[config.mk]
export PLATFORM = sky130hd
export DESIGN_NAME = lua_raster_scanner
export DESIGN_NICKNAME = d
export VERILOG_FILES = /design/src/rtl/lua_raster_scanner.sv
export SDC_FILE = /design/constraint.sdc
export NUM_CORES = 1
export LEC_CHECK = 0
export BUFFER_PORTS_ARGS = -buffer_cell sky130_fd_sc_hd__buf_2
export CAP_MARGIN = 20
export CORE_MARGIN = 1
export CORE_UTILIZATION = 56
export DETAILED_ROUTE_END_ITERATION = 10
export GPL_ROUTABILITY_DRIVEN = 1
export PLACE_DENSITY = 0.79
export SLEW_MARGIN = 5
export SYNTH_ARGS = -nofsm -noshare
export SYNTH_HDL_FRONTEND = slang
export SYNTH_SLANG_ARGS = --single-unit
[constraint.sdc]
create_clock -name Clk -period 7.7 [get_ports Clk]
set_input_delay 1.155 -clock Clk [delete_from_list [all_inputs] [get_ports Clk]]
set_output_delay 1.155 -clock Clk [all_outputs]
set_load 0.05 [all_outputs]
[src/rtl/lua_raster_scanner.sv]
// Window command stage: walks a WinW x WinH rectangle, drives the linear address unit once per
// point and forwards each address downstream. Define LUA_RASTER_SCANNER_SERPENTINE_EN for boustrophedon order.
module lua_raster_scanner #(
  parameter int unsigned DATA_WIDTH = 16,
  parameter int unsigned ADDR_WIDTH = 32
) (
  input  logic                  Clk,
  input  logic                  Reset,
  input  logic                  Go,
  input  logic [DATA_WIDTH-1:0] WinX,
  input  logic [DATA_WIDTH-1:0] WinY,
  input  logic [DATA_WIDTH-1:0] WinW,
  input  logic [DATA_WIDTH-1:0] WinH,
  output logic                  Busy,
  output logic                  Done,
  output logic [DATA_WIDTH-1:0] LuaX,
  output logic [DATA_WIDTH-1:0] LuaY,
  output logic                  LuaStart,
  input  logic                  LuaReady,
  input  logic [ADDR_WIDTH-1:0] LuaAddress,
  output logic [ADDR_WIDTH-1:0] AddrOut,
  output logic                  AddrValid,
  input  logic                  AddrAccept
);

  typedef enum logic [2:0] {
    StIdle, StWaitRdy, StReq, StWaitAck, StWaitRes, StEmit, StFinish
  } state_t;

  localparam logic [DATA_WIDTH-1:0] One = DATA_WIDTH'(1);

  state_t                state_q, state_d;
  logic [DATA_WIDTH-1:0] win_w_q, win_w_d;
  logic [DATA_WIDTH-1:0] win_h_q, win_h_d;
  logic [DATA_WIDTH-1:0] cur_x_q, cur_x_d;
  logic [DATA_WIDTH-1:0] cur_y_q, cur_y_d;
  logic [DATA_WIDTH-1:0] col_q, col_d;
  logic [DATA_WIDTH-1:0] row_q, row_d;
  logic [DATA_WIDTH-1:0] lua_x_q, lua_x_d;
  logic [DATA_WIDTH-1:0] lua_y_q, lua_y_d;
  logic                  start_q, start_d;
  logic [ADDR_WIDTH-1:0] addr_q, addr_d;
  logic                  valid_q, valid_d;
  logic                  last_col, last_row;
`ifndef LUA_RASTER_SCANNER_SERPENTINE_EN
  logic [DATA_WIDTH-1:0] win_x_q, win_x_d;
`endif

  always_ff @(posedge Clk or posedge Reset) begin
    if (Reset) begin
      state_q <= StIdle;
      win_w_q <= '0;
      win_h_q <= '0;
      cur_x_q <= '0;
      cur_y_q <= '0;
      col_q   <= '0;
      row_q   <= '0;
      lua_x_q <= '0;
      lua_y_q <= '0;
      start_q <= 1'b0;
      addr_q  <= '0;
      valid_q <= 1'b0;
`ifndef LUA_RASTER_SCANNER_SERPENTINE_EN
      win_x_q <= '0;
`endif
    end else begin
      state_q <= state_d;
      win_w_q <= win_w_d;
      win_h_q <= win_h_d;
      cur_x_q <= cur_x_d;
      cur_y_q <= cur_y_d;
      col_q   <= col_d;
      row_q   <= row_d;
      lua_x_q <= lua_x_d;
      lua_y_q <= lua_y_d;
      start_q <= start_d;
      addr_q  <= addr_d;
      valid_q <= valid_d;
`ifndef LUA_RASTER_SCANNER_SERPENTINE_EN
      win_x_q <= win_x_d;
`endif
    end
  end

  assign last_col = (col_q == win_w_q - One);
  assign last_row = (row_q == win_h_q - One);

  always_comb begin
    state_d = state_q;
    win_w_d = win_w_q;
    win_h_d = win_h_q;
    cur_x_d = cur_x_q;
    cur_y_d = cur_y_q;
    col_d   = col_q;
    row_d   = row_q;
    lua_x_d = lua_x_q;
    lua_y_d = lua_y_q;
    start_d = start_q;
    addr_d  = addr_q;
    valid_d = valid_q;
`ifndef LUA_RASTER_SCANNER_SERPENTINE_EN
    win_x_d = win_x_q;
`endif
    unique case (state_q)
      StIdle: begin
        if (Go) begin
`ifndef LUA_RASTER_SCANNER_SERPENTINE_EN
          win_x_d = WinX;
`endif
          win_w_d = WinW;
          win_h_d = WinH;
          cur_x_d = WinX;
          cur_y_d = WinY;
          col_d   = '0;
          row_d   = '0;
          state_d = (WinW == '0 || WinH == '0) ? StFinish : StWaitRdy;
        end
      end
      StWaitRdy: begin
        if (LuaReady) begin
          lua_x_d = cur_x_q;
          lua_y_d = cur_y_q;
          start_d = 1'b1;
          state_d = StReq;
        end
      end
      StReq: begin
        // Start stays up until the address unit shows it has taken the request.
        if (!LuaReady) begin
          start_d = 1'b0;
          state_d = StWaitAck;
        end
      end
      StWaitAck, StWaitRes: begin
        if (LuaReady) begin
          addr_d  = LuaAddress;
          valid_d = 1'b1;
          state_d = StEmit;
        end else begin
          state_d = StWaitRes;
        end
      end
      StEmit: begin
        if (AddrAccept) begin
          valid_d = 1'b0;
          if (last_col) begin
            col_d   = '0;
            row_d   = row_q + One;
            cur_y_d = cur_y_q + One;
`ifndef LUA_RASTER_SCANNER_SERPENTINE_EN
            cur_x_d = win_x_q;
`endif
          end else begin
            col_d = col_q + One;
`ifdef LUA_RASTER_SCANNER_SERPENTINE_EN
            cur_x_d = row_q[0] ? cur_x_q - One : cur_x_q + One;
`else
            cur_x_d = cur_x_q + One;
`endif
          end
          state_d = (last_col && last_row) ? StFinish : StWaitRdy;
        end
      end
      StFinish: state_d = StIdle;
      default:  state_d = StIdle;
    endcase
  end

  assign Busy      = (state_q != StIdle) && (state_q != StFinish);
  assign Done      = (state_q == StFinish);
  assign LuaX      = lua_x_q;
  assign LuaY      = lua_y_q;
  assign LuaStart  = start_q;
  assign AddrOut   = addr_q;
  assign AddrValid = valid_q;

endmodule
==> out/metrics.csv, run 1 <==
metric,value,unit
status,"complete, but fails checks",
failing checks,DRC,
Bufs on Longest Clock Path,2,
WL/cell,17.40,um
Residual DRC,4,
synthesized area per cell,9.563,sq um
Worst Clk Skew,9.703,ps
crit start category,flop,
DP HPWL,16320,um
Ys Warns,0,
Die Footprint,17360,sq um
reg-to-reg startpoint,win_w_q[3],
Sink Count,181,
RSZ-0062 raised after global routing,no,
cts repair resizes,0,
max incr delay on CP,870,ps
Critical Path AT,4740,ps
worst-path fanout max,20,
Hold Startpoint,win_x_q[8],
setup_tns,0,ps
placed cells,1331,
Total GRT Usage,0.2817,
clk slew on worst S/H paths,70,ps
Detailed Route Iter0 Violations,696,
Port-buffer cells,168,
critical path class,reg2reg,
P&R area growth vs syn,17.28,%
"Core Util, Final",0.6692,
Max rail drop VDD,380.9,uV
most frequent cells in the layout,"nand2_1 (190), dfrtp_1 (181), buf_2 (168), mux2_2 (68), a21oi_1 (50)",
Initial Utilization,0.5706,
max-cap violations,0,
TritonCTS clock tree,yes,
Pwr Total,4.740,mW
endpoints failing hold,0,
fin cells,1366,
cell taking the most area after synthesis,dfrtp_1,
Final #Nets,1239,
final hold slack,482.2,ps
CTS Buf Count,17,
H-tree depth,4,
DRT Pass-1 Iters,11,
initial antenna violation count,1,
Core ar.,16520,sq um
Max Slew Vio Count,0,
register area share after synthesis,0.4804,
Post-Syn Nets,1093,
via count of the first global-routing pass,7879,
top-area cell type share of the netlist area,0.4804,
post-CTS setup buffers,0,
Crit. Startpoint,win_w_q[3],
first-pass GRT wire length,39190,um
Mapped Area,9429,sq um
"most common cell after layout, fill and taps aside",nand2_1,
cell family with most CP delay,simple AND/OR/NAND/NOR gates,
Finish-stage setup viols,0,
Pwr Density,428.6,nW/um^2
Unique masters post-synth,67,
Synth Register Bits,181,
Vias,8068,
# rows,47,
Die W,131.8,um
Worst Path Buf+Inv,1,
Slew @ Worst Pin,999.1,ps
"top cells by area, synth","dfrtp_1 (48%), mux2_2 (8.1%), nand2_1 (7.6%)",
Gate Count Post-Synth,986,
layout cell share with drive strength beyond 1,0.2690,
crit-path cells,or4_1 -> nor4_1 -> a32oi_1 -> a2111oi_2 -> nand4_1 -> o21ai_1 -> buf_4 -> o21ai_0 -> a22o_1,
later-pin clock latency in the skew report,440,ps
hold buffer count at cts,0,
GRT Residual Overflow,0,
vias per inst,5.906,
"Slowest-stage cell, CP",o21ai_1,
Final GP Congestion,0.8849,
Lkg Pwr,5.084,nW
"Period Utilization, post-route",0.5733,
"antenna viol nets, final",0,
CTS root buf,clkbuf_16,
Tmin final,4414,ps
IO Count,169,
Max Freq,226.5,MHz
die height,131.8,um
Slew headroom,0.3319,
Routed WL,23770,um
largest net degree at the start of global routing,105,
main flop type after synthesis,dfrtp_1,
Synth async-reset ratio,1.000,
Worst Setup End Kind,flop,
Post-synth EDFFs,0,
Hold WC Path Type,reg2reg,
WP data required,8020,ps
[per-layer routing]
| metal | vias to the layer above | global-route usage | part of all wire |
|---|---|---|---|
| met5 | - | 0 | 0 |
| met4 | 0 | 0.08527 | 0.019 |
| met3 | 36 | 0.06382 | 0.063 |
| met2 | 287 | 0.4559 | 0.48 |
| met1 | 3921 | 0.3795 | 0.44 |
| li1 | 3824 | - | - |
[stage by stage]
stage	setup slack, ps	area [sq um]
finish	3286	11060
global route	3019	11060
CTS	3134	11020
detailed placement	3110	10420
global placement	3172	10420
floorplan	1630	9429
[registers in the layout, indices dropped and copies added (netlist names), 3 cells and up]
name	cells
win_h_q	16
cur_x_q	16
AddrOut	32
cur_y_q	16
LuaX	16
LuaY	16
col_q	16
row_q	16
win_w_q	16
state_q	3
win_x_q	16
[power breakdown]
part / internal (mW) / total, mW / leakage, nW / switching (mW)
sequential: 1.33 / 1.71 / 2.26 / 0.374
combinational: 0.735 / 2.15 / 2.53 / 1.41
clock: 0.467 / 0.886 / 0.297 / 0.418
[final cells by class]
class	instances	area, sq um
multi-input combinational	733	4617
inverter	18	72.57
sequential	181	4529
antenna	1	2.502
fill	1307	5466
timing repair buffer	181	958.4
tap	220	275.3
clock inverter	15	177.7
clock buffer	17	425.4
[cell families after synthesis]
group,Yosys count,share of synthesized area
XOR/XNOR,59,0.05480
adder cells (fa/ha/maj),6,0.007962
multiplexers,74,0.08758
AO/OA/AOI/OAI,199,0.1351
flip-flops,181,0.4804
AND/OR/NAND/NOR,395,0.2028
buffers and inverters,72,0.03145
[cell usage after synthesis (all sizes together), types with 3 or more instances]
cell type	n
nand2	190
dfrtp	181
mux2	68
a21oi	51
o21ai	48
nor2	40
clkbuf	38
xnor2	36
nor4	30
nand3	27
and3	26
xor2	23
a31oi	22
inv	18
buf	16
nor3	12
or2	12
or3	12
a22oi	11
nand4	9
o211ai	9
o31ai	9
or4	9
a22o	6
and2	6
ha	6
mux2i	6
nor4b	5
o22ai	5
a211o	4
nand3b	4
nor2b	4
o2bb2ai	4
a2111oi	3
a21o	3
a32oi	3
or3b	3
[worst register-to-register path: cells and delay by family (launching register included)]
kind | cells | cell delay [ps]
simple gates | 3 | 1870
compound gates | 5 | 1680
flops | 1 | 440
buf+inv | 1 | 310
[worst paths after layout]
path	to	slack (ps)	depth (start not counted)
max in group asynchronous	win_h_q[2]	5250	3
max	col_q[4]	3290	9
min reg2reg	win_x_q[8]	480	2
max reg2reg	col_q[4]	3290	9
min	win_x_q[8]	480	2
min in group asynchronous	AddrOut[11]	930	2
No activity file was read; power rests on OpenSTA's default activity.
==> inputs of run 2 (changes only) <==
Clock period 7.7 ns to 4.1 ns, I/O delays scaled along.
==> out/metrics.csv, run 2 (synthesis results as in run 1) <==
metric,value,unit,change
Lkg Pwr,5.131,nW,was 5.084 nW
vias per inst,5.969,,was 5.906
Slew @ Worst Pin,1072,ps,was 999.1 ps
Initial Utilization,0.5706,,unchanged
DRT Pass-1 Iters,5,,was 11
status,finished clean,,"was complete, but fails checks"
post-CTS setup buffers,0,,unchanged
Vias,8195,,was 8068
CTS Buf Count,17,,unchanged
Routed WL,24630,um,was 23770 um
Bufs on Longest Clock Path,2,,unchanged
placed cells,1340,,was 1331
filler cell count,1296,,was 1307
WP data required,4420,ps,was 8020 ps
Ant. Diodes,0,,was 1
Worst Clk Skew,13.63,ps,was 9.703 ps
die height,131.8,um,unchanged
max reg flops,32,,unchanged
reg-to-reg startpoint,win_w_q[4],,was win_w_q[3]
endpoints failing hold,0,,unchanged
Tmin final,3825,ps,was 4414 ps
largest net degree at the start of global routing,63,,was 105
Worst Setup End Kind,flop,,unchanged
H-tree depth,4,,unchanged
max-cap violations,0,,unchanged
Final GP Congestion,0.8909,,was 0.8849
crit start category,flop,,unchanged
Port-buffer cells,168,,unchanged
"antenna viol nets, final",0,,unchanged
cts repair resizes,0,,unchanged
Detailed Route Iter0 Violations,587,,was 696
via count of the first global-routing pass,8119,,was 7879
clk slew on worst S/H paths,80,ps,was 70 ps
worst-path fanout max,8,,was 20
Hold WC Path Type,in2async,,was reg2reg
CTS root buf,clkbuf_16,,unchanged
Total GRT Usage,0.2869,,was 0.2817
Final WS setup,274.7,ps,was 3286 ps
IO Count,169,,unchanged
Die Footprint,17360,sq um,unchanged
Die W,131.8,um,unchanged
worst reg-to-reg setup slack,270,ps,was 3290 ps
Pwr Density,805.8,nW/um^2,was 428.6 nW/um^2
register area,4529,sq um,unchanged
P&R area growth vs syn,18.33,%,was 17.28%
Core ar.,16520,sq um,unchanged
RSZ-0062 raised after global routing,no,,unchanged
Max Freq,261.4,MHz,was 226.5 MHz
later-pin clock latency in the skew report,430,ps,was 440 ps
reg2reg end,state_q[0],,was col_q[4]
DP Worst Slack,382.5,ps,was 3110 ps
critical path class,reg2reg,,unchanged
fin cells,1373,,was 1366
setup_tns,0,ps,unchanged
initial antenna violation count,2,,was 1
Final #Nets,1247,,was 1239
hold buffer count at cts,0,,unchanged
layout cell share with drive strength beyond 1,0.2741,,was 0.2690
first-pass GRT wire length,39780,um,was 39190 um
multi-input logic area,4617,sq um,unchanged
Max rail drop VDD,808.3,uV,was 380.9 uV
Critical Path AT,4150,ps,was 4740 ps
"Period Utilization, post-route",0.9330,,was 0.5733
"Core Util, Final",0.6752,,was 0.6692
GRT Residual Overflow,0,,unchanged
Residual DRC,0,,was 4
WL/cell,17.94,um,was 17.40 um
most frequent cells in the layout,"nand2_1 (190), dfrtp_1 (181), buf_2 (168), mux2_2 (68), a21oi_1 (50)",,unchanged
Max Slew Vio Count,0,,unchanged
Reg2Reg Depth,10,,was 9
final hold slack,158.3,ps,was 482.2 ps
Sink Count,181,,unchanged
"most common cell after layout, fill and taps aside",nand2_1,,unchanged
DP HPWL,16990,um,was 16320 um
Slew headroom,0.2850,,was 0.3319
Finish-stage setup viols,0,,unchanged
# rows,47,,unchanged
TritonCTS clock tree,yes,,unchanged
==> run 2: layer usage <==
layer	global-route usage	wire length, um	vias up
met5	0	13	-
met4	0.09496	508	2
met3	0.06997	1747	46
met2	0.4794	12110	336
met1	0.3670	10250	3968
li1	-	-	3843
==> run 2: worst max path at each step <==
stage	startpoint	end	slack, ps	depth (start not counted)
finish	win_w_q[4]	state_q[0]	270	10
global route	win_w_q[0]	cur_x_q[10]	100	11
global placement	win_w_q[3]	row_q[7]	500	8
CTS	win_w_q[4]	state_q[0]	340	10
detailed placement	win_w_q[3]	state_q[0]	380	10
floorplan	win_h_q[0]	state_q[0]	1110	10
==> run 2: cell type report <==
class,count,area share
clock buffers,17,0.03813
repair buffers,189,0.09286
flip-flops and latches,181,0.4060
clock inverters,15,0.01817
multi-input cells,733,0.4138
well taps,220,0.02467
inverters,18,0.006392
==> run 2: power breakdown <==
part | switching [mW] | internal (mW)
Combinational | 2.66 | 1.38
Clock | 0.831 | 0.892
Sequential | 0.721 | 2.50
==> run 2: critical path, stage by stage, from the launching register on <==
cell and delay [ps]:
dfrtp_1 450, or4_1 680, nor4_1 340, a32oi_1 110
a2111oi_2 370, nand4_1 400, buf_4 310, buf_4 170
nor4_1 580, o2111ai_1 170, o21a_1 130
==> run 2: metrics by stage <==
stage               power, mW  instance area (sq um)
floorplan               6.179                   9433
global placement        7.123                  10510
detailed placement      7.228                  10510
CTS                     8.990                  11140
global route            9.482                  11160
finish                  8.990                  11160
==> inputs of run 3 (changes only) <==
Settings changed: BUFFER_PORTS_ARGS -buffer_cell sky130_fd_sc_hd__buf_2 to unset, CORE_ASPECT_RATIO set to 1.4, CORE_UTILIZATION 56 to 64, DONT_BUFFER_PORTS set to 1.
==> out/metrics.csv, run 3 (synthesis results as in run 1) <==
metric,value,unit,change
setup_tns,0,ps,unchanged
reg2reg end,state_q[0],,unchanged
TritonCTS clock tree,yes,,unchanged
Max rail drop VDD,592.2,uV,was 808.3 uV
register area,4529,sq um,unchanged
layout cell share with drive strength beyond 1,0.1469,,was 0.2741
via count of the first global-routing pass,7335,,was 8119
DRT Pass-1 Iters,5,,unchanged
DP HPWL,15210,um,was 16990 um
# rows,52,,was 47
Total GRT Usage,0.3030,,was 0.2869
Worst Clk Skew,8.394,ps,was 13.63 ps
most frequent cells in the layout,"nand2_1 (190), dfrtp_1 (181), mux2_2 (68), a21oi_1 (50), o21ai_0 (45)",,"was nand2_1 (190), dfrtp_1 (181), buf_2 (168), mux2_2 (68), a21oi_1 (50)"
Final #Nets,1075,,was 1247
hold buffer count at cts,0,,unchanged
Final GP Congestion,0.8878,,was 0.8909
"antenna viol nets, final",0,,unchanged
largest net degree at the start of global routing,182,,was 63
Die W,104.6,um,was 131.8 um
Initial Utilization,0.6528,,was 0.5706
Critical Path AT,3990,ps,was 4150 ps
post-CTS setup buffers,0,,unchanged
Detailed Route Iter0 Violations,558,,was 587
P&R area growth vs syn,8.042,%,was 18.33%
Lkg Pwr,4.410,nW,was 5.131 nW
Bufs on Longest Clock Path,2,,unchanged
CTS Buf Count,17,,unchanged
Vias,7466,,was 8195
cts repair resizes,0,,unchanged
vias per inst,6.387,,was 5.969
Max Freq,273.4,MHz,was 261.4 MHz
multi-input logic area,4629,sq um,was 4617 sq um
Slew headroom,0.3479,,was 0.2850
filler cell count,1103,,was 1296
critical path class,reg2reg,,unchanged
Slew @ Worst Pin,978.1,ps,was 1072 ps
Routed WL,22500,um,was 24630 um
Finish-stage setup viols,0,,unchanged
Hold WC Path Type,in2reg,,was in2async
worst-path fanout max,7,,was 8
WL/cell,19.24,um,was 17.94 um
"Period Utilization, post-route",0.8921,,was 0.9330
first-pass GRT wire length,36290,um,was 39780 um
IO Count,169,,unchanged
reg-to-reg startpoint,win_h_q[0],,was win_w_q[4]
Residual DRC,0,,unchanged
max reg flops,32,,unchanged
CTS root buf,clkbuf_16,,unchanged
Sink Count,181,,unchanged
clk slew on worst S/H paths,70,ps,was 80 ps
final hold slack,276.6,ps,was 158.3 ps
Max Slew Vio Count,0,,unchanged
die height,145.6,um,was 131.8 um
Port-buffer cells,0,,was 168
crit start category,flop,,unchanged
Crit. Startpoint,win_h_q[0],,was win_w_q[4]
Die Footprint,15230,sq um,was 17360 sq um
end of the critical path,state_q[0],,unchanged
H-tree depth,4,,unchanged
Worst Setup End Kind,flop,,unchanged
Reg2Reg Depth,10,,unchanged
later-pin clock latency in the skew report,440,ps,was 430 ps
endpoints failing hold,0,,unchanged
Tmin final,3658,ps,was 3825 ps
Core ar.,14440,sq um,was 16520 sq um
RSZ-0062 raised after global routing,no,,unchanged
"most common cell after layout, fill and taps aside",nand2_1,,unchanged
initial antenna violation count,0,,was 2
Ant. Diodes,0,,unchanged
worst reg-to-reg setup slack,440,ps,was 270 ps
GRT Residual Overflow,0,,unchanged
status,finished clean,,unchanged
max-cap violations,0,,unchanged
WP data required,4430,ps,was 4420 ps
Pwr Density,824.6,nW/um^2,was 805.8 nW/um^2
run 3: changes by cell type in the layout (fill, tap and decap cells not counted), sizes merged:
cell    delta
buf      -172
bufinv     -1
clkinv     +1
inv        -1
run 3: cell type report:
class	count	area share
inverters	18	0.007001
flip-flops and latches	181	0.4446
multi-input cells	733	0.4544
well taps	189	0.02321
clock inverters	14	0.01326
clock buffers	17	0.04176
repair buffers	17	0.01572
run 3: report_power, final:
group | total, mW | leakage (nW) | switching [mW] | internal [mW]
registers | 4.38 | 2.26 | 1.90 | 2.48
clock network | 1.55 | 0.276 | 0.752 | 0.801
logic | 2.47 | 1.88 | 1.33 | 1.14
total | 8.40 | 4.41 | 3.98 | 4.42
run 3: worst min path at each step:
stage          slack (ps)          end  startpoint  cells after the start
4_1_cts               270   win_w_q[5]     WinW[5]                      2
3_5_place_dp          460   win_x_q[7]  win_x_q[7]                      2
2_1_floorplan         440   win_x_q[2]  win_x_q[2]                      2
3_3_place_gp          450   win_x_q[7]  win_x_q[7]                      2
5_1_grt               270  win_x_q[14]    WinX[14]                      2
6_report              280   win_x_q[9]     WinX[9]                      2
run 3: worst max-delay path: stages (launching register included):
cell,delay [ps]
dfrtp_1,420
inv_1,90
ha_1,270
or4b_2,640
or4_1,440
xnor2_1,140
a2111oi_0,410
nand4_1,200
nor4_1,610
o2111ai_1,190
o21a_1,140
run 3: per-layer routing:
| metal | global-route usage | up-vias | share of wire | wire [um] |
|---|---|---|---|---|
| li1 | - | 3486 | - | - |
| met1 | 0.3604 | 3651 | 0.39 | 8852 |
| met2 | 0.5106 | 282 | 0.50 | 11290 |
| met3 | 0.09136 | 47 | 0.079 | 1784 |
| met4 | 0.1268 | 0 | 0.025 | 571 |
| met5 | 0 | - | 0 | 0 |
run 3: through the flow:
stage	total power, mW	setup WS [ps]	std cells	instance area [sq um]	utilization
after floorplan	6.179	1113	986	9433	-
after global placement	6.748	632.6	1137	9599	0.6646
after detailed placement	6.833	594.6	1137	9599	0.6646
after CTS	8.402	488.8	1168	10160	0.7034
after global routing	8.878	210.7	1169	10190	0.7053
final	8.401	442.3	1169	10190	0.7053
